`config.mk`:
```
export PLATFORM = sky130hd
export DESIGN_NAME = inst_sequencer
export DESIGN_NICKNAME = d
export VERILOG_FILES = /design/src/rtl/inst_sequencer.sv
export SDC_FILE = /design/constraint.sdc
export NUM_CORES = 1
export LEC_CHECK = 0
export ABC_AREA = 1
export BUFFER_PORTS_ARGS = -buffer_cell sky130_fd_sc_hd__buf_2
export CORE_ASPECT_RATIO = 0.9
export CORE_MARGIN = 3
export CORE_UTILIZATION = 44
export DETAILED_ROUTE_END_ITERATION = 10
export PLACE_DENSITY = 0.76
export SYNTH_ARGS = -nofsm -noshare
export SYNTH_HDL_FRONTEND = slang
export SYNTH_SLANG_ARGS = --single-unit
```
`constraint.sdc`:
```
create_clock -name clk -period 1.6 [get_ports clk]
set_input_delay 0.24 -clock clk [delete_from_list [all_inputs] [get_ports clk]]
set_output_delay 0.24 -clock clk [all_outputs]
set_load 0.02 [all_outputs]
```
`src/rtl/inst_sequencer.sv`:
```
// Fetch/execute sequencer: fetches one instruction byte, then runs one (inst[7]=0) or two (inst[7]=1) exec phases.
// Optional single-step debug gating of fetch requests is enabled by defining SEQ_STEP_EN.
module inst_sequencer (
    input  logic        clk,
    input  logic        rst_n,
`ifdef SEQ_STEP_EN
    input  logic        step,
`endif
    input  logic [7:0]  mem_rdata,
    input  logic        mem_ack,
    input  logic        J,
    input  logic        LJ,
    input  logic [15:0] target,
    output logic        mem_req,
    output logic [15:0] mem_addr,
    output logic [15:0] pc,
    output logic [7:0]  inst,
    output logic        cycle,
    output logic        inst_valid
);

    localparam int unsigned ADDR_W = 16;
    localparam int unsigned DATA_W = 8;

    typedef enum logic [1:0] {
        FETCH = 2'd0,
        EXEC0 = 2'd1,
        EXEC1 = 2'd2
    } state_t;

    state_t              state_q, state_d;
    logic [ADDR_W-1:0]   pc_q, pc_d;
    logic [DATA_W-1:0]   inst_q, inst_d;
    logic                mem_req_q, mem_req_d;
    logic                inst_valid_q, inst_valid_d;
    logic                cycle_q, cycle_d;
    logic                exit_c;
    logic                go_c;
`ifdef SEQ_STEP_EN
    logic                step_pend_q, step_pend_d;
`endif

    // Next-state, datapath and registered-output decode
    always_comb begin
        state_d      = state_q;
        pc_d         = pc_q;
        inst_d       = inst_q;
        mem_req_d    = mem_req_q;
        inst_valid_d = inst_valid_q;
        cycle_d      = cycle_q;
        exit_c       = 1'b0;
`ifdef SEQ_STEP_EN
        go_c         = step | step_pend_q;
        step_pend_d  = step_pend_q;
`else
        go_c         = 1'b1;
`endif
        case (state_q)
            FETCH: begin
                if (mem_req_q && mem_ack) begin
                    inst_d       = mem_rdata;
                    pc_d         = pc_q + ADDR_W'(1);
                    state_d      = EXEC0;
                    mem_req_d    = 1'b0;
                    inst_valid_d = 1'b1;
                    cycle_d      = 1'b0;
                end else begin
                    mem_req_d = mem_req_q | go_c;
                end
            end
            EXEC0: begin
                if (inst_q[7]) begin
                    state_d = EXEC1;
                    cycle_d = 1'b1;
                end else begin
                    if (LJ) pc_d = target;
                    exit_c = 1'b1;
                end
            end
            EXEC1: begin
                if (J) pc_d = target;
                exit_c = 1'b1;
            end
            default: state_d = FETCH;
        endcase

        // Leaving execution: request the next fetch only when allowed to
        if (exit_c) begin
            state_d      = FETCH;
            inst_valid_d = 1'b0;
            cycle_d      = 1'b0;
            mem_req_d    = go_c;
        end

`ifdef SEQ_STEP_EN
        // One pending step captured during execution; consumed when a fetch is launched
        if (state_q == FETCH) begin
            if (!mem_req_q) step_pend_d = 1'b0;
        end else if (exit_c && go_c) begin
            step_pend_d = 1'b0;
        end else begin
            step_pend_d = step_pend_q | step;
        end
`endif
    end

    always_ff @(posedge clk) begin
        if (!rst_n) begin
            state_q      <= FETCH;
            pc_q         <= '0;
            inst_q       <= '0;
            mem_req_q    <= 1'b0;
            inst_valid_q <= 1'b0;
            cycle_q      <= 1'b0;
        end else begin
            state_q      <= state_d;
            pc_q         <= pc_d;
            inst_q       <= inst_d;
            mem_req_q    <= mem_req_d;
            inst_valid_q <= inst_valid_d;
            cycle_q      <= cycle_d;
        end
    end

`ifdef SEQ_STEP_EN
    always_ff @(posedge clk) begin
        if (!rst_n) step_pend_q <= 1'b0;
        else        step_pend_q <= step_pend_d;
    end
`endif

    assign mem_req    = mem_req_q;
    assign mem_addr   = pc_q;
    assign pc         = pc_q;
    assign inst       = inst_q;
    assign cycle      = cycle_q;
    assign inst_valid = inst_valid_q;

endmodule

```
* Word level (Yosys, flattened, before mapping)
Cells that the tools add are included.
Widths: inputs -> output; s select.
** Operators by class
- Bitwise operators :: 2
- Add/sub/neg operators :: 1
- Equal/unequal tests :: 7
- Reduce and logical (&&, ||, !) cells :: 10
- Muxes and demuxes :: 16
** Operators with widths (count)
- $mux 16 :: 4
- $pmux 16 s3 :: 1
- $add 16x1->16 const B :: 1
- $ne 2x2->1 const B :: 5
- $mux 1 :: 6
- $pmux 2 s3 :: 1
- $reduce_and 3->1 :: 2
- $reduce_and 5->1 :: 1
- $mux 2 :: 2
- $pmux 1 s2 :: 2
- $reduce_bool 2->1 :: 2
- $reduce_bool 3->1 :: 1
- $eq 2x1->1 const B :: 1
- $eq 2x2->1 const B :: 1
- $logic_not 2->1 :: 1
- $not 1->1 :: 2
- $reduce_and 2->1 :: 1
- $reduce_or 2->1 :: 1
- $logic_and 1x1->1 :: 1
** Word-level totals
- Bits in registers :: 29
- Input port bits :: 29

* Depth between registers and ports, before layout
- Depth in word-level cells :: 4
- Mapped depth :: 10
- Depth with buffers taken out :: 10

* Worst setup path after synthesis
Ideal clock, no wire load.
- Kind :: register -> register
- Start :: reg state_q[0]
- End :: reg pc_q[15] (netlist: mem_addr[15])
- Cell stages (with the launch flop) :: 10
- Setup time :: 0.131 ns
- Arrival time :: 1.420 ns
- Clock period less this slack :: 1.550 ns
- Path slack :: 0.050 ns
- Cell sequence :: dfxtp_1 > inv_1 > ha_1 > buf_4 > clkinv_1 > buf_4 > nor2_1 > nor2_1 > nand2_1 > a21oi_2
** On the way
- Cells in the longest elaborated chain, start to end :: 3
- Elaborated cells on any way between the ends :: 10
** RTL lines
- from (decl) :: line 31 : state_t state_q, state_d;
- from (signal assigned) :: line 116 : state_q <= state_d;
- $eq 2x1->1, or another cell as far along :: line 58 : case (state_q)
- $ne 2x2->1 (no source line) or $reduce_bool 3->1 (tied branches)
- $reduce_and 5->1 (no source line)
- to (signal assigned) :: line 117 : pc_q <= pc_d;
- to (decl) :: line 32 : logic [ADDR_W-1:0] pc_q, pc_d;
Several ways; a longest one is shown, not always the timed one.
A chain may end at the register's enable or synchronous reset.

* Final worst setup path
- Start :: reg state_q[0]
- End :: reg pc_q[6] (netlist: mem_addr[6])
Same word-level chain as after synthesis.

==> metrics.yaml <==
ys_ff_latch: 29
yosysUniqueCellTypes: 24
synth_top_family_by_area: "simple AND/OR/NAND/NOR gates"
cp.required_ns: 1.81
hold_class: "input pin to register"
synthesis.area_um2: 1820
slowest_stage: "dfxtp_2"
power_frac_seq: 0.289
swShare: 0.471
layout_min_cycle_time_ns: 1.52
gr-usage-all-layers: 0.185
gr-total-overflow: 0
synthMuxAreaShare: 0
clockRootBuffer: "clkbuf_8"
antenna_cells: 0
yosys.area_share.simple: 0.294
whs_ns: 0.222
p_int_mw: 2.14
synth_common_cells: "64 x nand2_1, 32 x nor2_1, 31 x inv_1"
drt-vias-per-instance: 4.84
slew_violations: 0
fill_cells: 362
path_buf_inv: 2
p_leak_nw: 1.13
drv_cap: 0
routed_wl_um: 4620
power_frac_clock: 0.145
avgSynthCellArea_um2: 6.46
clock_latency_ns: 0.28
grt_pass1_vias: 1626
clkSlewWorstSetupHoldPaths_ns: 0.06
fin_cells: 402
critPathKind: "register to register"
hold_viol: 0
drt_first_pass_iters: 4
die_h_um: 67.0
grt_pass1_wl_um: 7070
final_layout_size_suffix_gt1_frac: 0.346
finalCritPeriodShare: 0.948
cp_max_fo: 7
grt_antenna_before_repair: 0
max-clock-path-buffers: 2
rows: 21
setup_violations: 0
synth_flop_cell: "dfxtp_1"
die_w_um: 73.8
clock_skew_ns: 0.00427
synthTopCellsByArea: "dfxtp_1 32%, nand2_1 13%, buf_4 7.8%, a21oi_1 7.7%, o21ai_0 6.9%"
status: "complete, no violations"
endpoint_kind: "register"
dieArea_um2: 4950
synth-seq-area-share: 0.319
drc_errors: 0
yosysTopAreaCellShare: 0.319
drt-wirelength-per-cell_um: 11.5
synth_area_leader_cell: "dfxtp_1"
dr.first_iter.drc_count: 113
post-dp-hpwl_um: 3350
fmax_ghz: 0.659
worst_slew_pin_slew_ns: 0.518
vdd_drop_max_mv: 0.901
ys_async_sr_fraction: 0
rsz0062_at_grt: "true"
synth_warnings: 0
syn_inst: 282
h-tree-depth: 2
cpLargestDelayFamily: "compound AO/OA/AOI/OAI gates"
cts_tree: "done"
synthAdderAreaFrac: 0.0412
cts_sinks: 29
vias: 1946
critPathArrivalTime_ns: 1.72
postCtsHoldBufs: 0
nets: 390
cts_buffers: 5
power_density_nw_per_um2: 1720
num_io_pins: 72
placed_cells: 390
relSlewSlack: 0.654
synthXorXnorAreaFrac: 0
p_sw_mw: 1.90
core_area_um2: 3840
port_buffers: 71
synth_edf_count: 0
start_util: 0.475
fin_ws_ns: 0.0825
max_stage_delay_ns: 0.32
pwr-share-comb: 0.566
total_power_mw: 4.04
pre_cts_ws_ns: -0.0142
syn2layout_area_growth_pct: 29.3
drtAntennaViolNets: 0
synth_compound_area_frac: 0.173
yosysMostFrequentCell: "nand2_1"
place_congestion: 0.844
grt_max_degree: 19
cp-start-kind: "register"
cp_cell_sequence: "inv_1, ha_4, buf_4, nor2_4, nand2_2, o31ai_2, nand2_1, a21oi_1"
synth_nets: 317
## final timing paths
kind	slack (ns)	depth (start not counted)	from	to
max	0.08	8	state_q[0]$_SDFFE_PP0P_	mem_addr[6]$_SDFFE_PN0P_
min	0.22	3	target[1]	mem_addr[1]$_SDFFE_PN0P_
max reg2reg	0.08	8	state_q[0]$_SDFFE_PP0P_	mem_addr[6]$_SDFFE_PN0P_
min reg2reg	0.44	2	inst[6]$_SDFFE_PN0P_	inst[6]$_SDFFE_PN0P_
## sequential cells by signal (all words and copies together) (netlist names)
signal      count
inst_valid      1
mem_req         1
inst            8
mem_addr       16
cycle           1
state_q         2
## per-stage QoR
step | util | instance area [um^2] | setup TNS [ns]
global placement | 0.566 | 2170 | 0
detailed placement | 0.566 | 2170 | -0.0191
finish | 0.614 | 2350 | 0
global route | 0.614 | 2350 | -0.0671
CTS | 0.591 | 2270 | 0
floorplan | - | 1820 | 0
## area by class of cell
class                      instances  area, um^2  share of cell area
clock buffer                       5        68.8              0.0292
clock inverter                     3        17.5             0.00744
inverter                          35         134              0.0569
multi-input combinational        194         988               0.420
sequential                        29         583               0.248
tap                               46        57.6              0.0244
timing repair buffer              90         505               0.215
## layout by cell type, fill, tap and decap left out, types with 2 or more instances in the layout
cell type	n
a21oi_2	2
buf_4	17
dfxtp_2	2
nor2_2	2
o21ai_1	7
buf_2	71
inv_2	4
nand3_1	16
ha_1	4
a21oi_1	26
nand2_2	4
buf_6	2
nor2_4	4
inv_1	30
nor3_1	2
clkbuf_8	5
o21ai_0	21
nor2_1	31
dfxtp_1	27
nand2_1	64
nand4_1	3
clkinv_2	2
## power by group through the flow
stage                     sequential (mW)  clock [mW]  combinational [mW]
after floorplan                      1.41           0                1.34
after global placement               1.17           0                2.07
after detailed placement             1.17           0                2.09
after CTS                            1.16       0.594                2.11
after global routing                 1.21       0.627                2.53
final                                1.17       0.584                2.29
## worst min-delay path, cell delays in order
cell and delay (ns):
buf_2 0.09, nand2_1 0.05, a31oi_1 0.07
## repair_timing
action	CTS	global route
setup buffers	0	3
pin swaps	1	3
cloned	0	1
gates resized for setup	5	18
endpoints found under the setup margin	4	18
## per-layer routing
layer / wire length (um) / vias up / global-route usage / share of wire
met5: 0 / - / 0 / 0
met4: 56 / 0 / 0.0633 / 0.012
met3: 304 / 7 / 0.0483 / 0.066
met2: 2190 / 61 / 0.294 / 0.47
met1: 2070 / 842 / 0.241 / 0.45
li1: - / 1036 / - / -
## logic make-up after synthesis
family | Yosys count
adders and majority gates | 6
AOI/OAI and AO/OA | 61
and+or+nand+nor | 126
DFF | 29
buffers and inverters | 60
(Power assumes the default switching activity.)
